## src/rtl/fetch_unit_if.sv

```systemverilog
// Fetch-stage bundle: control/branch inputs from decode and ALU, PC/status/count outputs to imem and host.
// master = decode/host side driving controls, slave = fetch_unit.
interface fetch_unit_if #(
  parameter int PC_W   = 10,
  parameter int LUT_AW = 5,
  parameter int CNT_W  = 16
);
  logic              Start;
  logic              Halt;
  logic              BranchEn;
  logic              BranchFlag;
  logic [LUT_AW-1:0] BrIdx;
  logic [LUT_AW-1:0] LutAddr;
  logic [PC_W-1:0]   Target;
  logic [PC_W-1:0]   ProgCtr;
  logic              Running;
  logic              Done;
  logic [CNT_W-1:0]  InstCnt;

  modport master (
    output Start, Halt, BranchEn, BranchFlag, BrIdx, Target,
    input  LutAddr, ProgCtr, Running, Done, InstCnt
  );

  modport slave (
    input  Start, Halt, BranchEn, BranchFlag, BrIdx, Target,
    output LutAddr, ProgCtr, Running, Done, InstCnt
  );
endinterface

```

## src/rtl/fetch_unit.sv

```systemverilog
// Program counter + IDLE/RUN/HALTED sequencing; 1-cycle start/branch/halt latency, no backpressure.
// Optional retired-instruction counter enabled by `define FETCH_INST_CNT_EN (else InstCnt is tied to 0).
module fetch_unit #(
  parameter int              PC_W       = 10,
  parameter int              LUT_AW     = 5,
  parameter logic [PC_W-1:0] START_ADDR = '0,
  parameter int              CNT_W      = 16
) (
  input logic         Clk,
  input logic         Reset,
  fetch_unit_if.slave bus
);

  typedef enum logic [1:0] {
    IDLE   = 2'd0,
    RUN    = 2'd1,
    HALTED = 2'd2
  } state_t;

  state_t          state_q, state_d;
  logic [PC_W-1:0] pc_q, pc_d;
  logic            running_q, done_q;
  logic            taken;

  assign taken = bus.BranchEn & bus.BranchFlag;

  always_ff @(posedge Clk or posedge Reset) begin
    if (Reset) begin
      state_q   <= IDLE;
      pc_q      <= START_ADDR;
      running_q <= 1'b0;
      done_q    <= 1'b0;
    end else begin
      state_q   <= state_d;
      pc_q      <= pc_d;
      running_q <= (state_d == RUN);
      done_q    <= (state_d == HALTED);
    end
  end

  // Halt outranks a taken branch so the PC stays parked on the halt instruction.
  always_comb begin
    state_d = state_q;
    pc_d    = pc_q;
    case (state_q)
      IDLE: begin
        pc_d = START_ADDR;
        if (bus.Start) state_d = RUN;
      end
      RUN: begin
        if (bus.Halt) begin
          state_d = HALTED;
        end else if (taken) begin
          pc_d = bus.Target;
        end else begin
          pc_d = pc_q + 1'b1;
        end
      end
      HALTED: begin
        if (bus.Start) begin
          state_d = RUN;
          pc_d    = START_ADDR;
        end
      end
      default: begin
        state_d = IDLE;
        pc_d    = START_ADDR;
      end
    endcase
  end

  assign bus.LutAddr = bus.BrIdx;
  assign bus.ProgCtr = pc_q;
  assign bus.Running = running_q;
  assign bus.Done    = done_q;

`ifdef FETCH_INST_CNT_EN
  logic             launch;
  logic             retire;
  logic [CNT_W-1:0] cnt_q;

  assign launch = (state_q != RUN) && bus.Start;
  assign retire = (state_q == RUN) && !bus.Halt;

  // Held through HALTED so the host can read the final count.
  always_ff @(posedge Clk or posedge Reset) begin
    if (Reset) begin
      cnt_q <= '0;
    end else if (launch) begin
      cnt_q <= '0;
    end else if (retire && (cnt_q != {CNT_W{1'b1}})) begin
      cnt_q <= cnt_q + 1'b1;
    end
  end

  assign bus.InstCnt = cnt_q;
`else
  assign bus.InstCnt = '0;
`endif

endmodule

```

## src/flat_wrapper.sv

```systemverilog
// flat-port wrapper written by rule: the top's interface ports become plain ports
module fetch_unit_flat 
#(
  parameter int              PC_W       = 10,
  parameter int              LUT_AW     = 5,
  parameter logic [PC_W-1:0] START_ADDR = '0,
  parameter int              CNT_W      = 16
)
  (Clk, Reset, bus_Start, bus_Halt, bus_BranchEn, bus_BranchFlag, bus_BrIdx, bus_Target, bus_LutAddr, bus_ProgCtr, bus_Running, bus_Done, bus_InstCnt);
  fetch_unit_if #(.PC_W(PC_W), .LUT_AW(LUT_AW), .CNT_W(CNT_W)) bus_i ();
  input logic Clk;
  input logic Reset;
  input wire logic [$bits(bus_i.Start)-1:0] bus_Start;
  input wire logic [$bits(bus_i.Halt)-1:0] bus_Halt;
  input wire logic [$bits(bus_i.BranchEn)-1:0] bus_BranchEn;
  input wire logic [$bits(bus_i.BranchFlag)-1:0] bus_BranchFlag;
  input wire logic [$bits(bus_i.BrIdx)-1:0] bus_BrIdx;
  input wire logic [$bits(bus_i.Target)-1:0] bus_Target;
  output wire logic [$bits(bus_i.LutAddr)-1:0] bus_LutAddr;
  output wire logic [$bits(bus_i.ProgCtr)-1:0] bus_ProgCtr;
  output wire logic [$bits(bus_i.Running)-1:0] bus_Running;
  output wire logic [$bits(bus_i.Done)-1:0] bus_Done;
  output wire logic [$bits(bus_i.InstCnt)-1:0] bus_InstCnt;
  assign bus_i.Start = bus_Start;
  assign bus_i.Halt = bus_Halt;
  assign bus_i.BranchEn = bus_BranchEn;
  assign bus_i.BranchFlag = bus_BranchFlag;
  assign bus_i.BrIdx = bus_BrIdx;
  assign bus_i.Target = bus_Target;
  assign bus_LutAddr = bus_i.LutAddr;
  assign bus_ProgCtr = bus_i.ProgCtr;
  assign bus_Running = bus_i.Running;
  assign bus_Done = bus_i.Done;
  assign bus_InstCnt = bus_i.InstCnt;
  fetch_unit #(.PC_W(PC_W), .LUT_AW(LUT_AW), .START_ADDR(START_ADDR), .CNT_W(CNT_W)) u_core (.Clk(Clk), .Reset(Reset), .bus(bus_i));
endmodule
```

## config.mk

```make
export PLATFORM = sky130hd
export DESIGN_NAME = fetch_unit_flat
export DESIGN_NICKNAME = d
export VERILOG_FILES = /design/src/rtl/fetch_unit_if.sv /design/src/rtl/fetch_unit.sv /design/src/flat_wrapper.sv
export SDC_FILE = /design/constraint.sdc
export NUM_CORES = 1
export LEC_CHECK = 0
export BUFFER_PORTS_ARGS = -buffer_cell sky130_fd_sc_hd__buf_2
export CELL_PAD_IN_SITES_DETAIL_PLACEMENT = 1
export CELL_PAD_IN_SITES_GLOBAL_PLACEMENT = 1
export CORE_ASPECT_RATIO = 0.6
export CORE_MARGIN = 2
export CORE_UTILIZATION = 30
export DETAILED_ROUTE_END_ITERATION = 7
export PLACE_DENSITY = 0.75
export RECOVER_POWER = 25
export SETUP_SLACK_MARGIN = 0.02
export SYNTH_ARGS = -nofsm -noshare
export SYNTH_HDL_FRONTEND = slang
export SYNTH_SLANG_ARGS = --single-unit
```

## constraint.sdc

```tcl
create_clock -name Clk -period 1.7 [get_ports Clk]
set_clock_uncertainty 0.05 [all_clocks]
set_input_delay 0.085 -clock Clk [delete_from_list [all_inputs] [get_ports Clk]]
set_output_delay 0.085 -clock Clk [all_outputs]
set_load 0.1 [all_outputs]
```

==> flow_summary.yaml, run 1 <==
logic_synthesis:
  async_flop_share_pct: 100
  yosys_warnings: 0
  synth_common_cells: "22 x buf_4, 14 x dfrtp_1, 13 x o21ai_0, 7 x nor2_1"
  synth_most_common_cell: "buf_4"
  yosysSeqAreaShare_pct: 37.1
  ys_ff_latch: 14
  synth_top_area_cell: "dfrtp_1"
  syn_area_um2: 943
  synthCells: 109
  synth_area_leaders: "dfrtp_1 37%, buf_4 18%, o21ai_0 6.9%"
  postSynthAreaPerCell_um2: 8.66
  synth_ff_type: "dfrtp_1"
  ys_types: 28
  synth_top_cell_area_share_pct: 37.1
  synth_edf_count: 0
worst_hold_path:
  hold_class: "in -> reg"
  min-delay-start: "bus_Start"
  holdPathEnd: "u_core.state_q[0]"
  hold_path_depth: 3
global_routing:
  grt_start_max_net_pins: 16
  grt_usage_pct: 15.4
  first_global_vias: 802
  antenna_found_initial: 0
  grt_pass1_wl_um: 4160
  grt-ovfl-total: 0
setup_path:
  cp_slowest_cell: "dfrtp_4"
  rr_startpoint: "u_core.bus.ProgCtr[0]"
  crit_chain: "ha_2 -> and3_1 -> and3_1 -> o31ai_2 -> a22o_1"
  r2r_end: "u_core.bus.ProgCtr[8]"
  required_ns: 1.84
  path_class: "reg -> reg"
  slowest_delay_ns: 0.50
  cp-startpoint: "u_core.bus.ProgCtr[0]"
  rr_worst_depth: 5
  cp_max_fo: 5
  crit_top_cell: "and3_1"
  endpoint_kind: "flop"
  reg2reg_slack_ns: 0.14
  start_kind: "flop"
  arrival_ns: 1.70
floorplanning:
  die_y_um: 47.4
  fp-row-count: 15
  core_area_um2: 2930
  io_pins: 54
  start_util_pct: 32.2
  die_w_um: 76.4
  die_area_um2: 3620
clock_network:
  cts_buffers: 3
  cts-root-buf: "clkbuf_8"
  cts_tree: "yes"
  path_clk_slew_ns: 0.06
  clk_latency_ns: 0.25
  htreeDepth: 1
  numClockSinks: 14
  cts.path.max_buffers: 2
routing:
  routed_via_density: 4.75
  via_count: 832
  avgRoutedWirePerCell_um: 14.8
  finalWirelength_um: 2580
  antenna_left: 0
  route.detailed.drc: 0
  dr.pass1.iters: 4
  drt_iter0_drc: 24
finish:
  drive_gt1_share_pct: 34.6
  diodes: 0
  fin_nets: 156
  finalNonFillerCells: 175
  area_growth_pct: 17.4
  n_fill_cell: 374
placement:
  dpl.hpwl_um: 2010
  io_buffers: 27
  dp_cells: 170
  place.gp.congestion: 0.769
sta:
  fmax_ghz: 0.641
  fin_crit_ns: 1.56
  worst_pin_slew_ns: 0.581
  finalSetupViolations: 0
  rsz0062_at_grt: "false"
  slew_headroom_pct: 61.2
  min_period_over_period_pct: 91.8
  finalHoldViolCount: 0
  slew_viol_final: 0
  fin_tns_setup_ns: 0
power:
  p_leak_nw: 0.556
  vdd_drop_max_mv: 0.516
  power_density_nw_per_um2: 1200
status:
  status: "finished clean"
run:
  cap_violations: 0
[cell families after synthesis]
kind of cell,Yosys count,share of synthesized area (%)
AO/OA/AOI/OAI,32,22.3
buffers and inverters,30,21.0
AND/OR/NAND/NOR,30,16.8
flip-flops,14,37.1
multiplexers,1,1.06
adder cells (fa/ha/maj),1,1.33
other,1,0.397
[sequential cells by signal (all words and copies together), names as in the netlist]
name and count:
u_core.bus.Running 1, u_core.state_q 2, u_core.bus.ProgCtr 10, u_core.bus.Done 1
[metrics by stage]
| step | hold slack, ns | setup slack (ns) | utilization (%) | instance area [um^2] | total power, mW |
|---|---|---|---|---|---|
| after floorplan | -0.0761 | 0.0214 | - | 1020 | 0.986 |
| after global placement | 0.112 | 0.189 | 35.4 | 1040 | 0.988 |
| after detailed placement | 0.121 | 0.137 | 35.4 | 1040 | 1.00 |
| after CTS | 0.0687 | 0.118 | 37.6 | 1100 | 1.34 |
| after global routing | 0.0716 | 0.0377 | 37.8 | 1110 | 1.40 |
| final | 0.0614 | 0.139 | 37.8 | 1110 | 1.33 |
[critical path: cells and delay by family, from the launching register on]
family | cells | cell delay, ns
adders and majority gates | 1 | 0.20
DFF | 1 | 0.50
AOI/OAI and AO/OA | 2 | 0.32
and+or+nand+nor | 2 | 0.43
[worst max-delay path by stage]
| stage | endpoint | cells past startpoint |
|---|---|---|
| CTS | u_core.bus.ProgCtr[8] | 5 |
| detailed placement | u_core.bus.ProgCtr[8] | 5 |
| global placement | u_core.bus.ProgCtr[8] | 5 |
| finish | u_core.bus.ProgCtr[8] | 5 |
| floorplan | u_core.bus.ProgCtr[9] | 4 |
| global route | u_core.bus.ProgCtr[8] | 5 |
[area by class of cell]
cell class | count | area [um^2] | share of cell area [%]
Inverter | 6 | 22.5 | 2.03
Clock buffer | 4 | 55.1 | 4.97
Multi-Input combinational cell | 80 | 459 | 41.5
Timing Repair Buffer | 29 | 153 | 13.8
Tap cell | 42 | 52.6 | 4.75
Sequential cell | 14 | 365 | 33.0
[layout by cell type, fill, tap and decap left out, drive strengths merged]
master       Yosys  layout
nand2            6       6
a22oi            3       3
nor3             3       3
nand3            2       2
a22o             1       1
nor2b            1       1
nand2b           1       1
ha               1       1
a21oi            6       6
inv              6       6
nand4            1       1
o31ai            1       1
clkbuf           0       4
o2bb2ai          6       6
o21ai           15      15
nor4             1       1
nor3b            2       2
buf             24      28
dfrtp           14      14
dlygate4sd3      0       1
mux2i            1       1
conb             1      16
nor2             7       7
and2             1       1
and3             5       5
[per-layer routing]
| layer | track usage [%] | share of wire (%) | wire, um |
|---|---|---|---|
| met1 | 20.8 | 49 | 1280 |
| met2 | 24.2 | 43 | 1100 |
| met3 | 5.85 | 7.3 | 189 |
| met4 | 3.64 | 0.58 | 15 |
| met5 | 0 | 0 | 0 |
[what timing repair did]
| item | 4_1_cts | 5_1_grt |
|---|---|---|
| endpoints found under the hold margin | 14 | 0 |
| hold buffers | 1 | 0 |
| resized for setup | 0 | 1 |
| setup buffers | 0 | 0 |
| endpoints found under the setup margin | 0 | 1 |
[where the power goes]
group          switching, mW  leakage, nW  internal (mW)
Sequential            0.0392        0.175          0.377
Combinational          0.486        0.353         0.0972
Clock                  0.126       0.0288          0.205
No activity file was read; power rests on OpenSTA's default activity.
==> run 2: changes to the inputs <==
- CORE_UTILIZATION: 30 -> 25
- PLACE_DENSITY: 0.75 -> 0.63
==> run 2 against run 1 <==
Effect of this change: flip-flop and latch count stayed put; cell area is 0.11% higher; wire length is 2.9% lower; critical endpoint unchanged; highest routed layer is now met3.
==> flow_summary.yaml, run 2 (same netlist as run 1, synthesis figures left out) <==
clock_network:
  cts-root-buf: "clkbuf_8"
  cts_tree: "yes"
  cts_buffers: 3
  clk_latency_ns: 0.25
  cts.path.max_buffers: 2
  htreeDepth: 1
  path_clk_slew_ns: 0.06
  numClockSinks: 14
placement:
  place.gp.congestion: 0.820
  dpl.hpwl_um: 1940
  io_buffers: 27
sta:
  finalSetupViolations: 0
  slew_viol_final: 0
  fin_crit_ns: 1.59
  fmax_ghz: 0.630
  worst_pin_slew_ns: 0.592
  finalHoldViolCount: 0
  min_period_over_period_pct: 93.4
  fin_tns_setup_ns: 0
  rsz0062_at_grt: "false"
  slew_headroom_pct: 60.5
floorplanning:
  io_pins: 54
  core_area_um2: 3640
  die_y_um: 51.6
  die_area_um2: 4300
  start_util_pct: 25.9
  fp-row-count: 17
  die_w_um: 83.3
setup_path:
  crit_top_cell: "and3_1"
  rr_worst_depth: 5
  arrival_ns: 1.73
  endpoint: "u_core.bus.ProgCtr[8]"
  crit_chain: "ha_2 -> and3_1 -> and3_1 -> o31ai_1 -> a22o_1"
  r2r_end: "u_core.bus.ProgCtr[8]"
  cp-startpoint: "u_core.bus.ProgCtr[0]"
  endpoint_kind: "flop"
  path_class: "reg -> reg"
  cpLargestDelayFamily: "flip-flops"
  cp_max_fo: 5
  slowest_delay_ns: 0.50
  reg2reg_slack_ns: 0.11
  start_kind: "flop"
  cp.depth: 5
  required_ns: 1.84
  crit_buf_inv: 0
  rr_startpoint: "u_core.bus.ProgCtr[0]"
  cp_slowest_cell: "dfrtp_4"
power:
  intPower_mw: 0.677
  p_clk_share_pct: 25.2
  p_seq_share_pct: 31.5
  power_density_nw_per_um2: 1200
  p_sw_share_pct: 49.0
  switchingPower_mw: 0.650
  vdd_drop_max_mv: 0.448
  comb_power_share_pct: 43.4
  power_mw: 1.33
  p_leak_nw: 0.555
status:
  status: "finished clean"
routing:
  finalWirelength_um: 2510
  dr.pass1.iters: 4
  antenna_left: 0
  via_count: 811
  route.detailed.drc: 0
  drt_iter0_drc: 28
  routed_via_density: 4.51
  avgRoutedWirePerCell_um: 13.9
finish:
  drive_gt1_share_pct: 33.8
  largest_reg_flops: 10
  final_cell_mix: "27 x buf_2, 16 x conb_1, 13 x o21ai_0"
  final_common_cell: "buf_2"
  area_growth_pct: 17.5
  fin_nets: 156
  n_fill_cell: 455
  diodes: 0
run:
  cap_violations: 0
worst_hold_path:
  hold_class: "in -> reg"
global_routing:
  grt_pass1_wl_um: 4060
  antenna_found_initial: 0
  first_global_vias: 830
  grt_start_max_net_pins: 16
  grt-ovfl-total: 0
  grt_usage_pct: 12.3
==> run 2: cell counts in the layout (fill, tap and decap cells not counted) <==
No cell type changed its count.
==> run 2: what timing repair did <==
item / 4_1_cts / 5_1_grt
gates resized for setup: 0 / 0
setup buffers: 0 / 0
hold buffers: 1 / 0
endpoints found under the hold margin: 14 / 0
==> run 2: layout make-up <==
cell class,instances,area (um^2),area share [%]
Multi-Input combinational cell,80,454,41.0
Sequential cell,14,365,33.0
Timing Repair Buffer,29,153,13.8
Tap cell,47,58.8,5.30
Clock buffer,4,55.1,4.97
Inverter,6,22.5,2.03
==> run 2: stage by stage <==
step | instance area (um^2) | hold WS, ns | worst slack [ns] | utilization (%) | std cells
floorplan | 1020 | -0.0761 | 0.0214 | - | 124
finish | 1110 | 0.0484 | 0.112 | 30.5 | 180
global route | 1110 | 0.0760 | 0.0411 | 30.5 | 180
global placement | 1040 | 0.114 | 0.179 | 28.7 | 175
CTS | 1110 | 0.0483 | 0.108 | 30.5 | 180
detailed placement | 1040 | 0.121 | 0.121 | 28.7 | 175
==> run 2: metal layers <==
layer | global-route usage (%) | vias to the layer above | routed length [um]
li1 | - | 389 | -
met1 | 16.2 | 386 | 1260
met2 | 18.7 | 36 | 1020
met3 | 6.03 | 0 | 224
met4 | 1.91 | 0 | 0
met5 | 0 | - | 0
==> run 2: worst min-delay path by stage <==
stage          cells past startpoint     startpoint                    end  slack (ns)
3_3_place_gp                       2          Reset        u_core.bus.Done        0.11
5_1_grt                            3  bus_Target[3]  u_core.bus.ProgCtr[3]        0.08
6_report                           3      bus_Start      u_core.state_q[0]        0.05
4_1_cts                            3      bus_Start      u_core.state_q[0]        0.05
2_1_floorplan                      1          Reset        u_core.bus.Done       -0.08
3_5_place_dp                       0   bus_BrIdx[1]         bus_LutAddr[1]        0.12
==> run 2: worst register-to-register path: stages (launching register included) <==
cell,delay [ns]
dfrtp_4,0.50
ha_2,0.20
and3_1,0.23
and3_1,0.20
o31ai_1,0.19
a22o_1,0.15
==> run 2: power by group through the flow <==
stage          clock network (mW)  logic (mW)  registers [mW]
2_1_floorplan                   0       0.365           0.621
3_3_place_gp                    0       0.569           0.418
3_5_place_dp                    0       0.576           0.424
4_1_cts                     0.343       0.580           0.417
5_1_grt                     0.363       0.608           0.425
6_report                    0.334       0.576           0.418
==> run 3: changes to the inputs <==
- ABC_AREA: unset -> 1
- PLACE_DENSITY: 0.63 -> 0.64
==> run 3 against run 2 <==
Effect of this change: clock-buffer cell count stayed put; sequential share of layout area shrank 2.1 points; non-clock buffer count unchanged; largest cell class unchanged; cell area grew 4.9%; critical path type unchanged; critical endpoint is now u_core.bus.ProgCtr[4]; worst setup slack gained 0.20 ns; sequential power up 1%; global-route usage increased by 0.52 points; via count increased by 9.1%; maximum frequency grew 14%; first-iteration DRC count rose by 54%.
==> flow_summary.yaml, run 3 <==
setup_path:
  crit_chain: "inv_2 -> nor2_1 -> nand2_2 -> inv_1 -> o21ai_0 -> o21ai_0"
  start_kind: "flop"
  cp_max_fo: 9
  path_class: "reg -> reg"
  required_ns: 1.80
  rr_worst_depth: 6
  slowest_delay_ns: 0.37
  endpoint_kind: "flop"
  crit_top_cell: "o21ai_0"
  cp_slowest_cell: "dfrtp_1"
  arrival_ns: 1.49
clock_network:
  path_clk_slew_ns: 0.07
  post_cts_buffers: 0
  cts.path.max_buffers: 2
  htreeDepth: 1
  numClockSinks: 14
  cts_buffers: 3
  cts_tree: "yes"
  clk_latency_ns: 0.25
  cts-root-buf: "clkbuf_8"
status:
  status: "finished clean"
logic_synthesis:
  ys_types: 20
  synth_common_cells: "30 x nand2_1, 21 x buf_4, 16 x nor2_1"
  synth_most_common_cell: "nand2_1"
  async_flop_share_pct: 100
  synth_area_leaders: "dfrtp_1 35%, buf_4 16%, nand2_1 11%"
  postSynthAreaPerCell_um2: 7.32
  ys_ff_latch: 14
  synthCells: 138
  synth_ff_type: "dfrtp_1"
  synth_top_cell_area_share_pct: 34.7
  yosysSeqAreaShare_pct: 34.7
  syn_area_um2: 1010
  synth_top_area_cell: "dfrtp_1"
  yosys_warnings: 0
  synth_edf_count: 0
floorplanning:
  die_y_um: 53.2
  io_pins: 54
  core_area_um2: 3760
  die_area_um2: 4580
  fp-row-count: 17
  die_w_um: 86.0
  start_util_pct: 26.8
routing:
  route.detailed.drc: 0
  drt_iter0_drc: 43
  avgRoutedWirePerCell_um: 12.7
  via_count: 885
  dr.pass1.iters: 4
  finalWirelength_um: 2680
  routed_via_density: 4.19
  antenna_left: 0
finish:
  area_growth_pct: 15.1
  fin_nets: 187
  n_fill_cell: 476
  regArea_um2: 359
  final_cell_mix: "30 x nand2_1, 27 x buf_2, 17 x nor2_1"
  drive_gt1_share_pct: 29.3
  diodes: 0
  final_common_cell: "nand2_1"
  multi_input_area_um2: 473
  largest_reg_flops: 10
sta:
  fmax_ghz: 0.721
  min_period_over_period_pct: 81.6
  holdWs_ns: 0.0175
  slew_viol_final: 0
  fin_crit_ns: 1.39
  fin_tns_setup_ns: 0
  finalSetupViolations: 0
  slew_headroom_pct: 60.8
  finalHoldViolCount: 0
  rsz0062_at_grt: "false"
  worst_pin_slew_ns: 0.588
global_routing:
  antenna_found_initial: 0
  first_global_vias: 892
  grt-ovfl-total: 0
  grt_pass1_wl_um: 4400
  grt_usage_pct: 12.9
  grt_start_max_net_pins: 15
power:
  vdd_drop_max_mv: 0.400
  p_leak_nw: 0.622
  power_density_nw_per_um2: 1180
worst_hold_path:
  hold_path_depth: 3
  hold_class: "in -> reg"
placement:
  dpl.hpwl_um: 2050
  io_buffers: 27
  place.gp.congestion: 0.788
run:
  cap_violations: 0
## run 3: final cells by class
cell class,instances,share of cell area (%)
Sequential cell,14,30.9
Multi-Input combinational cell,100,40.7
Inverter,17,5.49
Timing Repair Buffer,29,13.1
Tap cell,47,5.06
Clock buffer,4,4.74
## run 3: kinds of logic after synthesis
family	synth area share [%]
and+or+nand+nor	27.0
adders and majority gates	1.24
buffers and inverters	23.3
AOI/OAI and AO/OA	10.8
other	0.371
DFF	34.7
xor gates and xnor gates	2.60
## run 3: power breakdown
group          internal (mW)  total [mW]  switching, mW
sequential             0.379       0.423         0.0433
clock                  0.206       0.343          0.137
combinational         0.0834       0.610          0.527
## run 3: final timing paths
kind,slack [ns],to,startpoint
max,0.31,u_core.bus.ProgCtr[4],u_core.state_q[0]
min,0.02,u_core.bus.ProgCtr[0],bus_Target[0]
max reg2reg,0.31,u_core.bus.ProgCtr[4],u_core.state_q[0]
min reg2reg,0.45,u_core.bus.Running,u_core.state_q[0]
max in group asynchronous,0.78,u_core.bus.ProgCtr[5],Reset
min in group asynchronous,0.40,u_core.bus.ProgCtr[1],Reset
## run 3: metrics by stage
| step | total power, mW | util [%] | worst slack [ns] | std cells | area (um^2) |
|---|---|---|---|---|---|
| final | 1.38 | 30.9 | 0.313 | 211 | 1160 |
| after global routing | 1.45 | 30.9 | 0.122 | 211 | 1160 |
| after CTS | 1.40 | 31.1 | 0.311 | 211 | 1170 |
| after detailed placement | 1.05 | 29.3 | 0.354 | 206 | 1100 |
| after global placement | 1.04 | 29.3 | 0.419 | 206 | 1100 |
| after floorplan | 1.03 | - | 0.0590 | 153 | 1070 |
## run 3: critical path: cells and delay by family, from the launching register on
family                 cells  cell delay, ns
AO/OA/AOI/OAI              2            0.34
flip-flops                 1            0.37
buffers and inverters      2            0.19
AND/OR/NAND/NOR            2            0.35
## run 3: timing repair
item	in CTS	in global routing
resized for setup	0	0
hold endpoints to repair	14	0
hold buffers	1	0
## run 3: metal layers
metal / GRT usage, % / up-vias / wire [um]
li1: - / 444 / -
met1: 16.8 / 413 / 1270
met2: 20.9 / 26 / 1210
met3: 4.21 / 2 / 179
met4: 2.38 / 0 / 13
met5: 0 / - / 0
